<file path="src/rtl/pio_pkg.sv">
// Shared types and helpers for the PIO output shift register engine.
// Provides the engine FSM state type, shift-direction encodings and the
// count decode used for both OUT bit counts and the pull threshold.
package pio_pkg;

   // Engine FSM states; WAIT_FILL and EXEC are only reachable with autopull built in
   typedef enum logic [1:0] {
      ST_IDLE      = 2'd0,
      ST_WAIT_PULL = 2'd1,
      ST_WAIT_FILL = 2'd2,
      ST_EXEC      = 2'd3
   } osr_state_e;

   // Shift direction encoding as seen on the shiftdir input
   localparam logic SHIFT_LEFT  = 1'b0;
   localparam logic SHIFT_RIGHT = 1'b1;

   // A zero count field means a full word
   function automatic int unsigned decode_count(input int unsigned field,
                                                input int unsigned full);
      return (field == 0) ? full : field;
   endfunction

endpackage

</file>
<file path="src/rtl/pio_osr_shifter.sv">
// Combinational OSR shifter. Given the OSR, a bit count n (1..DATA_W) and a
// direction, returns the right-aligned shifted-out bits and the next OSR value
// with zeros shifted in. A double-width datapath makes n = DATA_W a plain shift
// (out_data = osr, osr_next = 0) without a shift-by-width corner case.
module pio_osr_shifter
   import pio_pkg::*;
#(
   parameter  int DATA_W = 32,
   localparam int CNT_W  = $clog2(DATA_W) + 1
) (
   input  logic [DATA_W-1:0] osr,
   input  logic [CNT_W-1:0]  n,
   input  logic              dir,
   output logic [DATA_W-1:0] out_data,
   output logic [DATA_W-1:0] osr_next
);

   logic [2*DATA_W-1:0] wide_right;
   logic [2*DATA_W-1:0] wide_left;
   logic [CNT_W-1:0]    back_shift;

   // Right shift: consumed bits land at the top of the low half.
   assign wide_right = {osr, {DATA_W{1'b0}}} >> n;
   // Left shift: consumed bits land at the bottom of the high half.
   assign wide_left  = {{DATA_W{1'b0}}, osr} << n;
   // Distance needed to right-align the bits consumed by a right shift.
   assign back_shift = CNT_W'(DATA_W) - n;

   // Select the direction and right-align the consumed bits
   always_comb begin
      if (dir == SHIFT_RIGHT) begin
         out_data = wide_right[DATA_W-1:0] >> back_shift;
         osr_next = wide_right[2*DATA_W-1:DATA_W];
      end else begin
         out_data = wide_left[2*DATA_W-1:DATA_W];
         osr_next = wide_left[DATA_W-1:0];
      end
   end

endmodule

</file>
<file path="src/rtl/pio_osr_engine.sv">
// PIO output shift register engine: holds the OSR and its shift counter,
// executes MOV-to-OSR, PULL and OUT requests from the instruction decoder,
// pops the TX FIFO for pulls and autopull refills, and raises stall while a
// request waits for FIFO data.
// Optional feature: define PIO_OSR_AUTOPULL_EN to build the autopull refill
// path (WAIT_FILL/EXEC). Without it autopull_en is ignored and OUT never stalls.
module pio_osr_engine
   import pio_pkg::*;
#(
   parameter  int DATA_W = 32,
   localparam int CNT_W  = $clog2(DATA_W) + 1
) (
   input  logic              clk,
   input  logic              rst,
   input  logic [DATA_W-1:0] fifo_data,
   input  logic              fifo_valid,
   output logic              fifo_ready,
   input  logic              mov_load,
   input  logic [DATA_W-1:0] mov_data,
   input  logic              pull_req,
   input  logic              pull_block,
   input  logic              pull_ifempty,
   input  logic [DATA_W-1:0] x_in,
   input  logic              out_req,
   input  logic [CNT_W-1:0]  out_count,
   input  logic              shiftdir,
   input  logic              autopull_en,
   input  logic [CNT_W-1:0]  pull_thresh,
   output logic [DATA_W-1:0] out_data,
   output logic              out_done,
   output logic              stall,
   output logic [DATA_W-1:0] osr,
   output logic [CNT_W-1:0]  shift_cnt
);

   osr_state_e        state;
   logic [CNT_W-1:0]  req_n;
   logic [CNT_W-1:0]  thr;
   logic [CNT_W-1:0]  shift_n;
   logic              shift_dir;
   logic [DATA_W-1:0] sh_out;
   logic [DATA_W-1:0] sh_osr;
   logic [CNT_W:0]    cnt_sum;
   logic [CNT_W-1:0]  cnt_next;
   logic              pull_skip;
   logic              refill;

   // Decoded OUT bit count and threshold (zero field means a full word).
   assign req_n = CNT_W'(decode_count(32'(out_count), DATA_W));
   assign thr   = CNT_W'(decode_count(32'(pull_thresh), DATA_W));

   // PULL IFEMPTY is a no-op while the OSR still holds enough unshifted bits.
   assign pull_skip = pull_ifempty && (shift_cnt < thr);

`ifdef PIO_OSR_AUTOPULL_EN
   logic [CNT_W-1:0] lat_n;
   logic             lat_dir;

   // An OUT on an exhausted OSR refills from the FIFO before shifting.
   assign refill    = autopull_en && (shift_cnt >= thr);
   // EXEC replays the OUT captured at accept time; IDLE shifts the live request.
   assign shift_n   = (state == ST_EXEC) ? lat_n   : req_n;
   assign shift_dir = (state == ST_EXEC) ? lat_dir : shiftdir;
`else
   logic unused_autopull;

   // Without the refill path an empty OSR simply shifts out zeros.
   assign unused_autopull = autopull_en;
   assign refill          = 1'b0;
   assign shift_n         = req_n;
   assign shift_dir       = shiftdir;
`endif

   // Saturating counter update computed one bit wider to avoid wrap.
   assign cnt_sum  = {1'b0, shift_cnt} + {1'b0, shift_n};
   assign cnt_next = (cnt_sum > (CNT_W + 1)'(DATA_W)) ? CNT_W'(DATA_W)
                                                      : cnt_sum[CNT_W-1:0];

   pio_osr_shifter #(
      .DATA_W   (DATA_W)
   ) u_shifter (
      .osr      (osr),
      .n        (shift_n),
      .dir      (shift_dir),
      .out_data (sh_out),
      .osr_next (sh_osr)
   );

   // Pop strobe: high only in a cycle that actually consumes the FIFO head
   always_comb begin
      // NOTE: default first so every path assigns fifo_ready and no latch is inferred.
      fifo_ready = 1'b0;
      if (!rst) begin
         case (state)
            ST_IDLE:      fifo_ready = fifo_valid && pull_req && !mov_load && !pull_skip;
            ST_WAIT_PULL: fifo_ready = fifo_valid;
`ifdef PIO_OSR_AUTOPULL_EN
            ST_WAIT_FILL: fifo_ready = fifo_valid;
`endif
            default:      fifo_ready = 1'b0;
         endcase
      end
   end

   // Request FSM, OSR, shift counter and registered outputs
   always_ff @(posedge clk or posedge rst) begin
      if (rst) begin
         // NOTE: async reset clears every register, so an in-flight request is dropped at once.
         state     <= ST_IDLE;
         osr       <= '0;
         shift_cnt <= CNT_W'(DATA_W);
         out_data  <= '0;
         out_done  <= 1'b0;
         stall     <= 1'b0;
`ifdef PIO_OSR_AUTOPULL_EN
         lat_n     <= '0;
         lat_dir   <= SHIFT_LEFT;
`endif
      end else begin
         // NOTE: non-blocking assignments keep all state updates on the same clock edge.
         out_done <= 1'b0;
         case (state)
            ST_IDLE: begin
               if (mov_load) begin
                  osr       <= mov_data;
                  shift_cnt <= '0;
               end else if (pull_req) begin
                  if (pull_skip) begin
                     // Enough data left in the OSR: complete without loading.
                  end else if (fifo_valid) begin
                     osr       <= fifo_data;
                     shift_cnt <= '0;
                  end else if (!pull_block) begin
                     osr       <= x_in;
                     shift_cnt <= '0;
                  end else begin
                     state <= ST_WAIT_PULL;
                     stall <= 1'b1;
                  end
               end else if (out_req) begin
                  if (refill) begin
`ifdef PIO_OSR_AUTOPULL_EN
                     lat_n   <= req_n;
                     lat_dir <= shiftdir;
                     state   <= ST_WAIT_FILL;
                     stall   <= 1'b1;
`endif
                  end else begin
                     out_data  <= sh_out;
                     osr       <= sh_osr;
                     shift_cnt <= cnt_next;
                     out_done  <= 1'b1;
                  end
               end
            end
            ST_WAIT_PULL: begin
               if (fifo_valid) begin
                  osr       <= fifo_data;
                  shift_cnt <= '0;
                  state     <= ST_IDLE;
                  stall     <= 1'b0;
               end
            end
`ifdef PIO_OSR_AUTOPULL_EN
            ST_WAIT_FILL: begin
               if (fifo_valid) begin
                  osr       <= fifo_data;
                  shift_cnt <= '0;
                  state     <= ST_EXEC;
               end
            end
            ST_EXEC: begin
               out_data  <= sh_out;
               osr       <= sh_osr;
               shift_cnt <= cnt_next;
               out_done  <= 1'b1;
               state     <= ST_IDLE;
               stall     <= 1'b0;
            end
`endif
            default: begin
               state <= ST_IDLE;
               stall <= 1'b0;
            end
         endcase
      end
   end

   // Flag overlapping requests in IDLE; only the highest-priority one is honoured
   always @(posedge clk) begin
      if (!rst && state == ST_IDLE) begin
         assert ($onehot0({mov_load, pull_req, out_req}))
            else $warning("pio_osr_engine: overlapping requests, lower priority dropped");
      end
   end

endmodule

</file>
<file path="config.mk">
export PLATFORM = sky130hd
export DESIGN_NAME = pio_osr_engine
export DESIGN_NICKNAME = d
export VERILOG_FILES = /design/src/rtl/pio_pkg.sv /design/src/rtl/pio_osr_shifter.sv /design/src/rtl/pio_osr_engine.sv
export SDC_FILE = /design/constraint.sdc
export NUM_CORES = 1
export LEC_CHECK = 0
export ABC_AREA = 1
export CAP_MARGIN = 20
export CELL_PAD_IN_SITES_DETAIL_PLACEMENT = 0
export CELL_PAD_IN_SITES_GLOBAL_PLACEMENT = 1
export CORE_ASPECT_RATIO = 1.75
export CORE_MARGIN = 4
export CORE_UTILIZATION = 25
export DETAILED_ROUTE_END_ITERATION = 10
export MAX_ROUTING_LAYER = met4
export PLACE_DENSITY = 0.58
export SLEW_MARGIN = 5
export SYNTH_ARGS = -nofsm -noshare
export SYNTH_HDL_FRONTEND = slang
export SYNTH_SLANG_ARGS = --single-unit
</file>
<file path="constraint.sdc">
create_clock -name clk -period 3.8 [get_ports clk]
set_clock_uncertainty 0.15 [all_clocks]
set_input_delay 0.95 -clock clk [delete_from_list [all_inputs] [get_ports clk]]
set_output_delay 0.95 -clock clk [all_outputs]
set_load 0.02 [all_outputs]
</file>
# == Word level (Yosys, flattened, before mapping) ==
# Cells that the tools add are included.
# op_classes
n_eq_ne,10
n_bitwise,2
n_reduce_logical,13
shift,3
magnitude_cmp,2
n_mux,41
addsub,2
# ops
cell,n
$mux 32,9
$pmux 32 s2,1
$shl 32x6->64,1
$shr 64x6->64,1
$mux 6,10
$shr 32x6->32,1
$logic_not 6->1,2
$mux 2,6
$ne 2x2->1 const B,6
$pmux 6 s2,1
$mux 1,11
$ne 4x4->1 const B,2
$add 6x6->7,1
$gt 7x6->1 const B,1
$lt 6x6->1,1
$reduce_and 6->1,1
$sub 6x6->6 const A,1
$ne 5x5->1 const B,1
$reduce_and 5->1,1
$logic_and 1x1->1,4
$pmux 1 s2,2
$pmux 2 s2,1
$reduce_and 4->1,1
$eq 2x1->1 const B,1
other kinds (4),6
# totals
regBits,74
elab_cells,79
in_bits,118
output_inout_bits,73

# == Logic depth before layout (Yosys ltp) ==
# depth
depth_word,9
depth_mapped,25
mapped_depth_nobuf,22

# == Cells and area by module ==
# Synthesis repeated with hierarchy kept, for this count alone.
# unflattened
cells_unflattened,2186
hier_area_um2,11975.2
# by_module_without_submodules
module,area_each_um2,seq_area_each_um2,instances,cells_per_inst
pio_osr_shifter,7088.0,0.0,1,1430
pio_osr_engine,4887.2,1803.0,1,756

# == Least setup slack after synthesis ==
# OpenSTA, ideal clock, no wires.
# synth_path
kind,input port to flip-flop
from,input out_count[0]
to,register shift_cnt[0]
t_arrival_ps,3740
setup_time_ps,85
cell_stages,17
path_slack_ps,-176
n_path_buf,3
t_required_ps,3565
path_cell_list,buf_2 buf_1 inv_1 ha_1 nand3_4 nand2_4 inv_2 buf_2 ha_1 fa_1 inv_1 o31ai_1 xor2_1 nand4_1 o21ai_0 nand3b_1 o22ai_1
# synth_between
elab_chain_cells,9
# synth_lines
item,line,source
start: declaration,pio_osr_engine.sv:25,"input logic [CNT_W-1:0] out_count,"
$logic_not 6->1,pio_pkg.sv:21,return (field == 0) ? full : field;
$mux 6 (*),pio_pkg.sv:21,
$add 6x6->7 (*),pio_osr_engine.sv:75,"assign cnt_sum = {1'b0, shift_cnt} + {1'b0, shift_n};"
$gt 7x6->1,pio_osr_engine.sv:76,assign cnt_next = (cnt_sum > (CNT_W + 1)'(DATA_W)) ? CNT_W'(DATA_W)
$mux 6 (*),pio_osr_engine.sv:76,
$mux 6 (*),pio_osr_engine.sv:140,end else if (out_req) begin
$mux 6 (*),pio_osr_engine.sv:127,end else if (pull_req) begin
$mux 6 (*),pio_osr_engine.sv:124,if (mov_load) begin
$pmux 6 s2 (*),pio_osr_engine.sv:122,case (state)
end signal: assignment,pio_osr_engine.sv:111,shift_cnt <= CNT_W'(DATA_W);
end signal: assignment,pio_osr_engine.sv:151,shift_cnt <= cnt_next;
end: declaration,pio_osr_engine.sv:33,output logic [CNT_W-1:0] shift_cnt
# Every way passes the cells marked *; elsewhere a longest branch is shown, timed or not. The select of a mux whose other input is x is not followed.
# A chain may end at the register's enable or synchronous reset.

# == Final worst setup path ==
# layout_path
from,input pull_thresh[4]
to,output fifo_ready
# layout_between
elab_chain_cells,8
# layout_lines
item,line,source
start: declaration,pio_osr_engine.sv:28,"input logic [CNT_W-1:0] pull_thresh,"
$logic_not 6->1,pio_pkg.sv:21,
$mux 6 (*),pio_pkg.sv:21,
$lt 6x6->1 (*),pio_osr_engine.sv:53,assign pull_skip = pull_ifempty && (shift_cnt < thr);
$logic_and 1x1->1 (*),pio_osr_engine.sv:53,
$logic_not 1->1 (*),pio_osr_engine.sv:95,ST_IDLE: fifo_ready = fifo_valid && pull_req && !mov_load && !pull_skip;
$logic_and 1x1->1 (*),pio_osr_engine.sv:95,
$pmux 1 s2 (*),pio_osr_engine.sv:94,case (state)
$mux 1 (*),pio_osr_engine.sv:93,if (!rst) begin
end: declaration,pio_osr_engine.sv:17,"output logic fifo_ready,"
# Every way passes the cells marked *; elsewhere a longest branch is shown, timed or not.

==> impl_metrics.json <==
{
  "status": "complete, no violations",
  "io_buffers": 189,
  "place_inst": 2950,
  "cp_max_fo": 2,
  "leakage_nw": 8.33,
  "grt_max_degree": 66,
  "synth_ff_type": "dfrtp_1",
  "die_y_um": 284,
  "finalHoldViolations": 0,
  "cts_root_buf": "clkbuf_16",
  "worstSkewPairLatency_ns": 0.38,
  "max_clock_freq_ghz": 0.269,
  "clkSlewWorstSetupHoldPaths_ns": 0.07,
  "dpl.hpwl_um": 59100,
  "yosys.area.top_type_share": 0.236,
  "most-common-layout-cells": "444 x nand2_1, 377 x buf_4, 305 x nand3_1, 201 x nand3_2, 178 x clkdlybuf4s50_1",
  "rsz0062_at_grt": "yes",
  "initial_core_util": 0.252,
  "power.internal_mw": 2.86,
  "cts_max_level": 3,
  "synth_edf_count": 0,
  "synth_cells": 1966,
  "grt_pass1_vias": 16096,
  "tightest_slew_ns": 0.847,
  "swShare": 0.488,
  "setup_viol_count_final": 0,
  "cp_slowest_cell": "clkdlybuf4s50_1",
  "cts_made_buffers": 9,
  "viasPerCell": 5.42,
  "cts_buffer_depth": 2,
  "synth.yosys.seq_area_share": 0.165,
  "num_antenna_cells": 0,
  "layout_commonest_cell": "nand2_1",
  "final_nets": 2548,
  "core-area_um2": 43300,
  "maxSlewHeadroom": 0.435,
  "place.gp.congestion": 1.04,
  "grt_pass1_wl_um": 105000,
  "synth_area_leaders": "nand3_1 24%, nand2_1 17%, dfrtp_1 16%, o21ai_0 5.6%, nor2_1 4.8%",
  "worstPathRequired_ns": 2.70,
  "ys_types": 53,
  "antenna_found_initial": 0,
  "remaining_drc_errors": 0,
  "ant_nets": 0,
  "cap_violations": 0,
  "switchingPower_mw": 2.73,
  "io_pins": 191,
  "dr.pass1.iters": 7,
  "num_vias": 16184,
  "synth_warnings": 0,
  "slowest_delay_ns": 0.40,
  "syn-cell-area_um2": 10900,
  "crit_path_end_kind": "primary output",
  "drt-wirelength-per-cell_um": 24.1,
  "cp-start-kind": "input port",
  "die_w_um": 166,
  "hp-class": "reg2reg",
  "ys_seq_elements": 72,
  "dieArea_um2": 47200,
  "cts.sinks": 72,
  "num_rows": 101,
  "drt_iter0_markers": 1100,
  "cts_tree": "built",
  "synth_top_cell_by_area": "nand3_1",
  "async_flop_share": 1.00,
  "gr-total-overflow": 0,
  "syn_area_per_cell_um2": 5.55,
  "final_max_slew_viol_count": 0,
  "ir_drop_mv": 0.219,
  "wirelength_um": 71900,
  "drive_above_1_share": 0.346,
  "worstSetupPathType": "in2out",
  "period_minus_slack_ns": 3.72,
  "power_frac_seq": 0.183,
  "layout.cells.non_filler": 2988,
  "grt_usage": 0.302,
  "powerDensity_nw_per_um2": 304,
  "path_cells": "clkdlybuf4s50_1 > inv_1 > a41o_1 > inv_2 > ha_4 > nand2_1 > nand2_2 > nor3_4 > buf_12 > nor4_4 > buf_4",
  "area_growth_pct": 68.5,
  "fin_crit_sh": 0.980,
  "critPathArrivalTime_ns": 2.62,
  "setup_tns_ns": 0,
  "syn-num-nets": 2097,
  "p_clk_frac": 0.155,
  "comb_power_share": 0.662
}
==> worst paths after layout <==
kind,from,end,slack [ns],cells after the start
max,pull_thresh[4],fifo_ready,0.08,11
min,out_data[23]$_DFFE_PP0P_,out_data[23]$_DFFE_PP0P_,0.34,2
max reg2reg,osr[0]$_DFFE_PP0P_,osr[13]$_DFFE_PP0P_,0.91,13
min reg2reg,out_data[23]$_DFFE_PP0P_,out_data[23]$_DFFE_PP0P_,0.34,2
max in group asynchronous,rst,out_data[3]$_DFFE_PP0P_,1.79,3
min in group asynchronous,rst,osr[25]$_DFFE_PP0P_,0.97,2
==> layout make-up <==
type | count | area (um2)
Clock buffer | 9 | 225
Clock inverter | 7 | 62.6
Tap cell | 566 | 708
Timing Repair Buffer | 596 | 5300
Sequential cell | 72 | 1800
Inverter | 99 | 388
Fill cell | 4660 | 25000
Multi-Input combinational cell | 1639 | 9900
==> flip-flops by register name, summed over array words and instances, names as in the netlist <==
register,count
osr,32
stall,1
shift_cnt,6
out_data,32
out_done,1
==> metrics by stage <==
stage | utilization | worst slack [ns] | hold slack, ns | instance area, um2 | power, mW
after CTS | 0.401 | -0.0899 | 0.355 | 17400 | 5.37
after global routing | 0.424 | -0.0291 | 0.396 | 18400 | 5.90
after global placement | 0.367 | -0.940 | 0.331 | 15900 | 4.30
final | 0.424 | 0.0771 | 0.345 | 18400 | 5.59
after floorplan | - | 0.0227 | 0.363 | 10900 | 2.56
after detailed placement | 0.367 | -0.984 | 0.337 | 15900 | 4.30
==> worst max-delay path, delay by kind of cell <==
kind	cells	cell delay, ns
and+or+nand+nor	4	0.35
adders and majority gates	1	0.25
buffers and inverters	5	0.86
AOI/OAI and AO/OA	1	0.19
==> power groups by stage <==
stage / logic, mW / registers [mW] / clock network (mW)
3_3_place_gp: 3.26 / 1.04 / 0
6_report: 3.70 / 1.02 / 0.867
3_5_place_dp: 3.26 / 1.04 / 0
4_1_cts: 3.47 / 1.03 / 0.880
2_1_floorplan: 1.39 / 1.17 / 0
5_1_grt: 3.95 / 1.04 / 0.909
==> synthesized netlist by cell type, types with 6 or more instances <==
master	instances
nand4_1	21
o21ai_0	123
nand2_1	507
a22oi_1	28
dfrtp_1	71
o21ai_1	46
o21a_1	6
nor2_1	139
nand3_1	514
a31oi_1	11
inv_1	88
o221ai_1	12
buf_6	6
o22a_1	6
o211ai_1	47
a21oi_1	97
a221oi_1	7
buf_2	25
o22ai_1	9
ha_1	12
clkbuf_1	74
nand3_2	9
buf_1	44
buf_4	6
==> metal layers <==
metal	vias up	track usage	routed length (um)
li1	7750	-	-
met1	7577	0.308	25400
met2	642	0.536	36800
met3	215	0.0342	3020
met4	0	0.211	6760
met5	-	-	0
==> repair_timing <==
action                                  in CTS  in global routing
hold buffers                                 0                  0
gates cloned                                 4                  0
endpoints found under the setup margin      70                 67
pin swaps                                   38                 74
setup buffers                               10                 10
resized for setup                          260                224
==> kinds of logic after synthesis <==
family                   count (synthesis)  share of synthesized area
multiplexers                             5                    0.00459
adder cells (fa/ha/maj)                 13                     0.0156
XOR/XNOR                                 6                    0.00482
AO/OA/AOI/OAI                          402                      0.217
buffers and inverters                  256                     0.0999
flip-flops                              72                      0.165
AND/OR/NAND/NOR                       1212                      0.493
No activity file was read; power rests on OpenSTA's default activity.
